File: src/rtl/udp_echo_app_stats_log_writer.sv
// UDP echo app statistics log producer: accumulates RX packet/byte counts per
// sampling interval and writes one stats entry per interval into the log RAM.
package udp_echo_app_stats_pkg;
  localparam int unsigned STATS_DEPTH_LOG2 = 10;

  typedef struct packed {
    logic [63:0] timestamp;
    logic [31:0] pkt_cnt;
    logic [31:0] byte_cnt;
  } udp_app_stats_struct;
endpackage

module udp_echo_app_stats_log_writer #(
  parameter int unsigned INTERVAL_CYCLES  = 100000,
  parameter int unsigned STATS_DEPTH_LOG2 = udp_echo_app_stats_pkg::STATS_DEPTH_LOG2
) (
  input  logic                                        clk,
  input  logic                                        rst,
  input  logic                                        stats_en,
  input  logic                                        pkt_event_val,
  input  logic [15:0]                                 pkt_event_bytes,
  output logic                                        log_wr_req_val,
  input  logic                                        log_wr_req_rdy,
  output logic [STATS_DEPTH_LOG2-1:0]                 log_wr_req_addr,
  output udp_echo_app_stats_pkg::udp_app_stats_struct log_wr_req_data,
  output logic [STATS_DEPTH_LOG2-1:0]                 curr_wr_addr,
  output logic                                        has_wrapped,
  output logic [15:0]                                 dropped_entries
);

  localparam int unsigned CNT_W = (INTERVAL_CYCLES > 1) ? $clog2(INTERVAL_CYCLES) : 1;
  localparam logic [CNT_W-1:0] LAST_CNT = CNT_W'(INTERVAL_CYCLES - 1);

  typedef enum logic {WR_IDLE, WR_PEND} wr_state_e;

  wr_state_e state, state_next;

  logic [63:0]      timestamp;
  logic [CNT_W-1:0] int_cnt;
  logic [31:0]      pkt_cnt;
  logic [31:0]      byte_cnt;
  logic [31:0]      pkt_next;
  logic [31:0]      byte_next;
  logic [32:0]      byte_sum;
  logic             snapshot;
  logic             load_hold;
  logic             drop;
  logic             handshake;

  udp_echo_app_stats_pkg::udp_app_stats_struct entry;
  udp_echo_app_stats_pkg::udp_app_stats_struct hold;

  // Snapshot entry includes the event arriving in the snapshot cycle itself.
  always_comb begin
    snapshot = stats_en && (int_cnt == LAST_CNT);
    pkt_next = pkt_cnt;
    byte_sum = {1'b0, byte_cnt};
    if (stats_en && pkt_event_val) begin
      if (pkt_cnt != '1) pkt_next = pkt_cnt + 32'd1;
      byte_sum = {1'b0, byte_cnt} + 33'(pkt_event_bytes);
    end
    byte_next = byte_sum[32] ? '1 : byte_sum[31:0];
    entry.timestamp = timestamp;
    entry.pkt_cnt   = pkt_next;
    entry.byte_cnt  = byte_next;
  end

  always_ff @(posedge clk or posedge rst) begin
    if (rst) begin
      timestamp <= '0;
      int_cnt   <= '0;
      pkt_cnt   <= '0;
      byte_cnt  <= '0;
    end else begin
      timestamp <= timestamp + 64'd1;
      if (!stats_en || snapshot) begin
        int_cnt  <= '0;
        pkt_cnt  <= '0;
        byte_cnt <= '0;
      end else begin
        int_cnt  <= int_cnt + CNT_W'(1);
        pkt_cnt  <= pkt_next;
        byte_cnt <= byte_next;
      end
    end
  end

  always_ff @(posedge clk or posedge rst) begin
    if (rst) state <= WR_IDLE;
    else     state <= state_next;
  end

  // A snapshot coinciding with a handshake reuses the freed hold register.
  always_comb begin
    state_next = state;
    load_hold  = 1'b0;
    drop       = 1'b0;
    handshake  = 1'b0;
    case (state)
      WR_IDLE: begin
        if (snapshot) begin
          load_hold  = 1'b1;
          state_next = WR_PEND;
        end
      end
      WR_PEND: begin
        handshake = log_wr_req_rdy;
        if (snapshot) begin
          if (log_wr_req_rdy) load_hold = 1'b1;
          else                drop      = 1'b1;
        end else if (log_wr_req_rdy) begin
          state_next = WR_IDLE;
        end
      end
      default: state_next = WR_IDLE;
    endcase
  end

  always_ff @(posedge clk or posedge rst) begin
    if (rst) begin
      hold            <= '0;
      curr_wr_addr    <= '0;
      has_wrapped     <= 1'b0;
      dropped_entries <= '0;
    end else begin
      if (load_hold) hold <= entry;
      if (handshake) begin
        curr_wr_addr <= curr_wr_addr + STATS_DEPTH_LOG2'(1);
        if (curr_wr_addr == '1) has_wrapped <= 1'b1;
      end
      if (drop && (dropped_entries != '1)) dropped_entries <= dropped_entries + 16'd1;
    end
  end

  assign log_wr_req_val  = (state == WR_PEND);
  assign log_wr_req_addr = curr_wr_addr;
  assign log_wr_req_data = hold;

endmodule
File: config.mk
export PLATFORM = sky130hd
export DESIGN_NAME = udp_echo_app_stats_log_writer
export DESIGN_NICKNAME = d
export VERILOG_FILES = /design/src/rtl/udp_echo_app_stats_log_writer.sv
export SDC_FILE = /design/constraint.sdc
export NUM_CORES = 1
export LEC_CHECK = 0
export ABC_AREA = 0
export BUFFER_PORTS_ARGS = -buffer_cell sky130_fd_sc_hd__buf_2
export CAP_MARGIN = 40
export CORE_MARGIN = 2
export CORE_UTILIZATION = 50
export DETAILED_ROUTE_END_ITERATION = 10
export PLACE_DENSITY = 0.71
export SLEW_MARGIN = 30
export SYNTH_ARGS = -nofsm -noshare
export SYNTH_HDL_FRONTEND = slang
export SYNTH_SLANG_ARGS = --single-unit
File: constraint.sdc
create_clock -name clk -period 26.9 [get_ports clk]
set_input_delay 2.69 -clock clk [delete_from_list [all_inputs] [get_ports clk]]
set_output_delay 2.69 -clock clk [all_outputs]
set_load 0.02 [all_outputs]
==> metrics <==
Ys Warns 0; Nets 1607; 1st-iter DRT viols 657; post-synthesis mux area share 0.988%; number of synthesized flops with an enable pin 0; Syn Inst Count 1398; Reg clk slew, reported paths 60 ps; Hold Slack 460 ps; CP endpoint log_wr_req_data[13]; Setup CP Type in -> reg; die area 28700 um2; Slowest-stage cell, CP o211ai_1; synthesized area 13700 um2; Fin Setup TNS 0 ps; Finished Layout Cells 1931; CTS tree yes; Compound-Gate Fraction of Synth Area 7.18%; Vias per Instance 5.33; reg2reg setup slack 23680 ps; pwr/cell area 59.7 nW/um2; Setup Fix Bufs, Post-CTS 0; Crit. Startpoint pkt_event_bytes[0]; Post-Synth Adder-Cell Area 2.07%; WP buf/inv 1; worst r2r dst log_wr_req_data[13]; status completed; setup slack after layout 21750 ps; Critical Path AT 5510 ps; Lkg Pwr 8.27 nW; Clock Tree Buf Depth 3; post-DP HPWL 21.1 mm; most numerous cell on the critical path a21oi_1; xor/xnor share of the synthesized area 9.35%; Via Count 10285; total core area 26900 um2; number of global-route vias before repair 10148; FF+latch area 7530 um2; Reg2Reg Depth 9; Num CTS Buffers 34; Fmax achieved 194 MHz; Post-Synth Simple-Gate Area 23.0%; filler cell count 2338; syn_nets 1441; routed length per instance 16.0 um; die width 169 um; fin crit share 19.2%; pin count of the biggest net entering global routing 168; CTS sink count 301; first-pass GRT wire length 51.6 mm; ys async rst share 100%; Netlist cell types 60; register bit total from synthesis 301; CP Launch Type primary input; antenna violations before repair 1; worst hold path class reg -> reg; placed cell area 14900 um2; Pre-antenna DRT Iters 5; minimum clock period 5150 ps; Worst path max stage delay 440 ps; final wirelength 30.9 mm; Peak supply drop 44.8 uV; DRC viols 0; unrepaired setup endpoints after global routing false; post-route cell area 16000 um2; Multi-input gate area 5830 um2; PortBufs 186; cell breakdown of the critical path buf_2 > ha_1 > fa_1 > a21oi_1 > nor3_1 > o211ai_1 > a21oi_1 > o21ba_2 > nor2_1 > a21oi_1; layout cells sized above 1 17.2%; Die Ht 169 um; clk root buf clkbuf_16; critical path required time 27260 ps; Rows 60; post-route ant nets 0; Max-slew headroom 40.9%; Area growth syn-to-layout 16.7%; average size of a mapped cell 9.78 um2; ys flop type dfrtp_1; routability cong. 0.868; Clock Latency Late Sink 510 ps; Worst setup EP type register; CP Max Fanout 14; Initial Util 50.9%; worst r2r src byte_cnt[0]; delay-heaviest family, CP compound AO/OA/AOI/OAI gates; Final setup violation count 0; worst slew pin tran 887 ps; htree depth 2; Post-CTS Hold Buffers 0; Tot GR Track Use 22.0%; Remaining Overflow, GRT 0; largest family of logic cells by synthesized area simple AND/OR/NAND/NOR gates; pre-CTS setup slack 21310 ps; Final Max Tran Viols 0; post-cts gate resize count 0; Final Skew 11.1 ps; I/O pins 187; final hold violations 0; maxcap violations 0; critical path depth in cells 10; dpl cells 1869; Seq/Total Area, Yosys 55.1%
-- sequential cells by signal (all words and copies together), names as in the netlist --
signal and flops:
pkt_cnt 32, dropped_entries 16, curr_wr_addr 10, byte_cnt 32, log_wr_req_data 128, has_wrapped 1
int_cnt 17, log_wr_req_val 1, timestamp 64
-- final cells by class --
cell class	instances	share of cell area, %
diodes	1	0.0157
clock buffers	45	5.97
clock inverters	16	0.917
inverters	12	0.329
multi-input cells	1022	36.5
flip-flops and latches	301	47.2
well taps	341	2.67
repair buffers	193	6.39
-- power by group --
group	switching, mW	internal (mW)	leakage [nW]
sequential	0.00208	0.455	4.18
combinational	0.0291	0.0138	3.54
clock	0.183	0.270	0.549
total	0.214	0.739	8.27
-- kinds of logic (layout without fill, tap and decap cells) --
kind of cell | count (synthesis) | in the layout
adder cells (fa/ha/maj) | 22 | 22
other | 0 | 1
buffers and inverters | 75 | 266
multiplexers | 13 | 13
AO/OA/AOI/OAI | 161 | 161
AND/OR/NAND/NOR | 680 | 680
XOR/XNOR | 146 | 146
flip-flops | 301 | 301
-- synth_stat cells, types with 2 or more instances --
master / count / area, um2
nand2_1: 321 / 1200
dfrtp_1: 301 / 7530
nor2_1: 132 / 495
xnor2_1: 82 / 718
xor2_1: 64 / 561
nand3_1: 61 / 305
o21ai_0: 56 / 280
a21oi_1: 50 / 250
clkbuf_1: 42 / 158
and3_1: 40 / 250
nand4_1: 34 / 213
nor3_1: 27 / 135
ha_1: 21 / 263
and4_1: 18 / 158
and2_1: 14 / 87.6
inv_1: 12 / 45.0
a211oi_1: 11 / 82.6
buf_4: 10 / 75.1
mux2i_1: 9 / 90.1
a31oi_1: 7 / 43.8
buf_2: 7 / 35.0
nand2b_1: 7 / 43.8
a21o_1: 4 / 30.0
buf_1: 4 / 15.0
mux2_2: 4 / 45.0
o211ai_1: 4 / 30.0
o21bai_1: 4 / 30.0
o31ai_1: 4 / 30.0
a211o_1: 3 / 26.3
and3b_1: 3 / 26.3
nor2b_1: 3 / 18.8
nor3_2: 3 / 30.0
o21a_1: 3 / 22.5
or2_2: 3 / 18.8
nand3b_1: 2 / 15.0
nor4_1: 2 / 12.5
o2111ai_1: 2 / 17.5
o31a_1: 2 / 17.5
-- worst min path at each step --
stage | from | end | slack, ps | depth (start not counted)
2_1_floorplan | int_cnt[0] | int_cnt[0] | 420 | 1
3_3_place_gp | int_cnt[0] | int_cnt[0] | 440 | 1
3_5_place_dp | int_cnt[0] | int_cnt[0] | 450 | 1
4_1_cts | int_cnt[0] | int_cnt[0] | 460 | 1
5_1_grt | timestamp[63] | timestamp[63] | 480 | 1
6_report | log_wr_req_data[72] | log_wr_req_data[72] | 460 | 2
-- cell usage in the layout (no fill, tap or decap), types with 3 or more instances in the layout --
cell / synthesis / routed
a21oi_1: 50 / 50
clkbuf_8: 0 / 4
nor2_1: 132 / 132
and4_1: 18 / 18
and3b_1: 3 / 3
and3_1: 40 / 40
nand3_1: 61 / 61
mux2_2: 4 / 4
a31oi_1: 7 / 7
nand2_1: 321 / 321
xnor2_1: 82 / 82
clkbuf_1: 42 / 6
xor2_1: 64 / 64
o31ai_1: 4 / 4
nand2b_1: 7 / 5
nand4_1: 34 / 34
o21a_1: 3 / 3
nor2b_1: 3 / 3
o211ai_1: 4 / 4
buf_2: 7 / 186
o21bai_1: 4 / 4
clkinv_2: 0 / 10
a211oi_1: 11 / 11
inv_1: 12 / 11
or2_2: 3 / 3
o21ai_0: 56 / 56
a211o_1: 3 / 3
a21o_1: 4 / 4
mux2i_1: 9 / 9
ha_1: 21 / 21
dfrtp_1: 301 / 301
clkbuf_16: 0 / 35
nor3_1: 27 / 27
buf_4: 10 / 4
and2_1: 14 / 14
nor3_2: 3 / 3
-- worst min-delay path, delay by kind of cell, from the launching register on --
kind	cells	cell delay [ps]
AND/OR/NAND/NOR	2	100
flip-flops	1	340
-- routing by layer --
layer | part of all wire (%) | global-route usage, % | vias to the layer above
met4 | 1.6 | 5.13 | 0
met5 | 0 | 0 | -
li1 | - | - | 5034
met2 | 48 | 36.6 | 208
met3 | 4.7 | 3.80 | 40
met1 | 46 | 30.5 | 5003
-- per-stage QoR --
step,util [%],power [mW]
global placement,55.2,0.508
global route,59.4,0.992
floorplan,-,0.497
CTS,59.4,0.966
detailed placement,55.3,0.509
finish,59.4,0.953
Power figures use the tool's default switching activity.
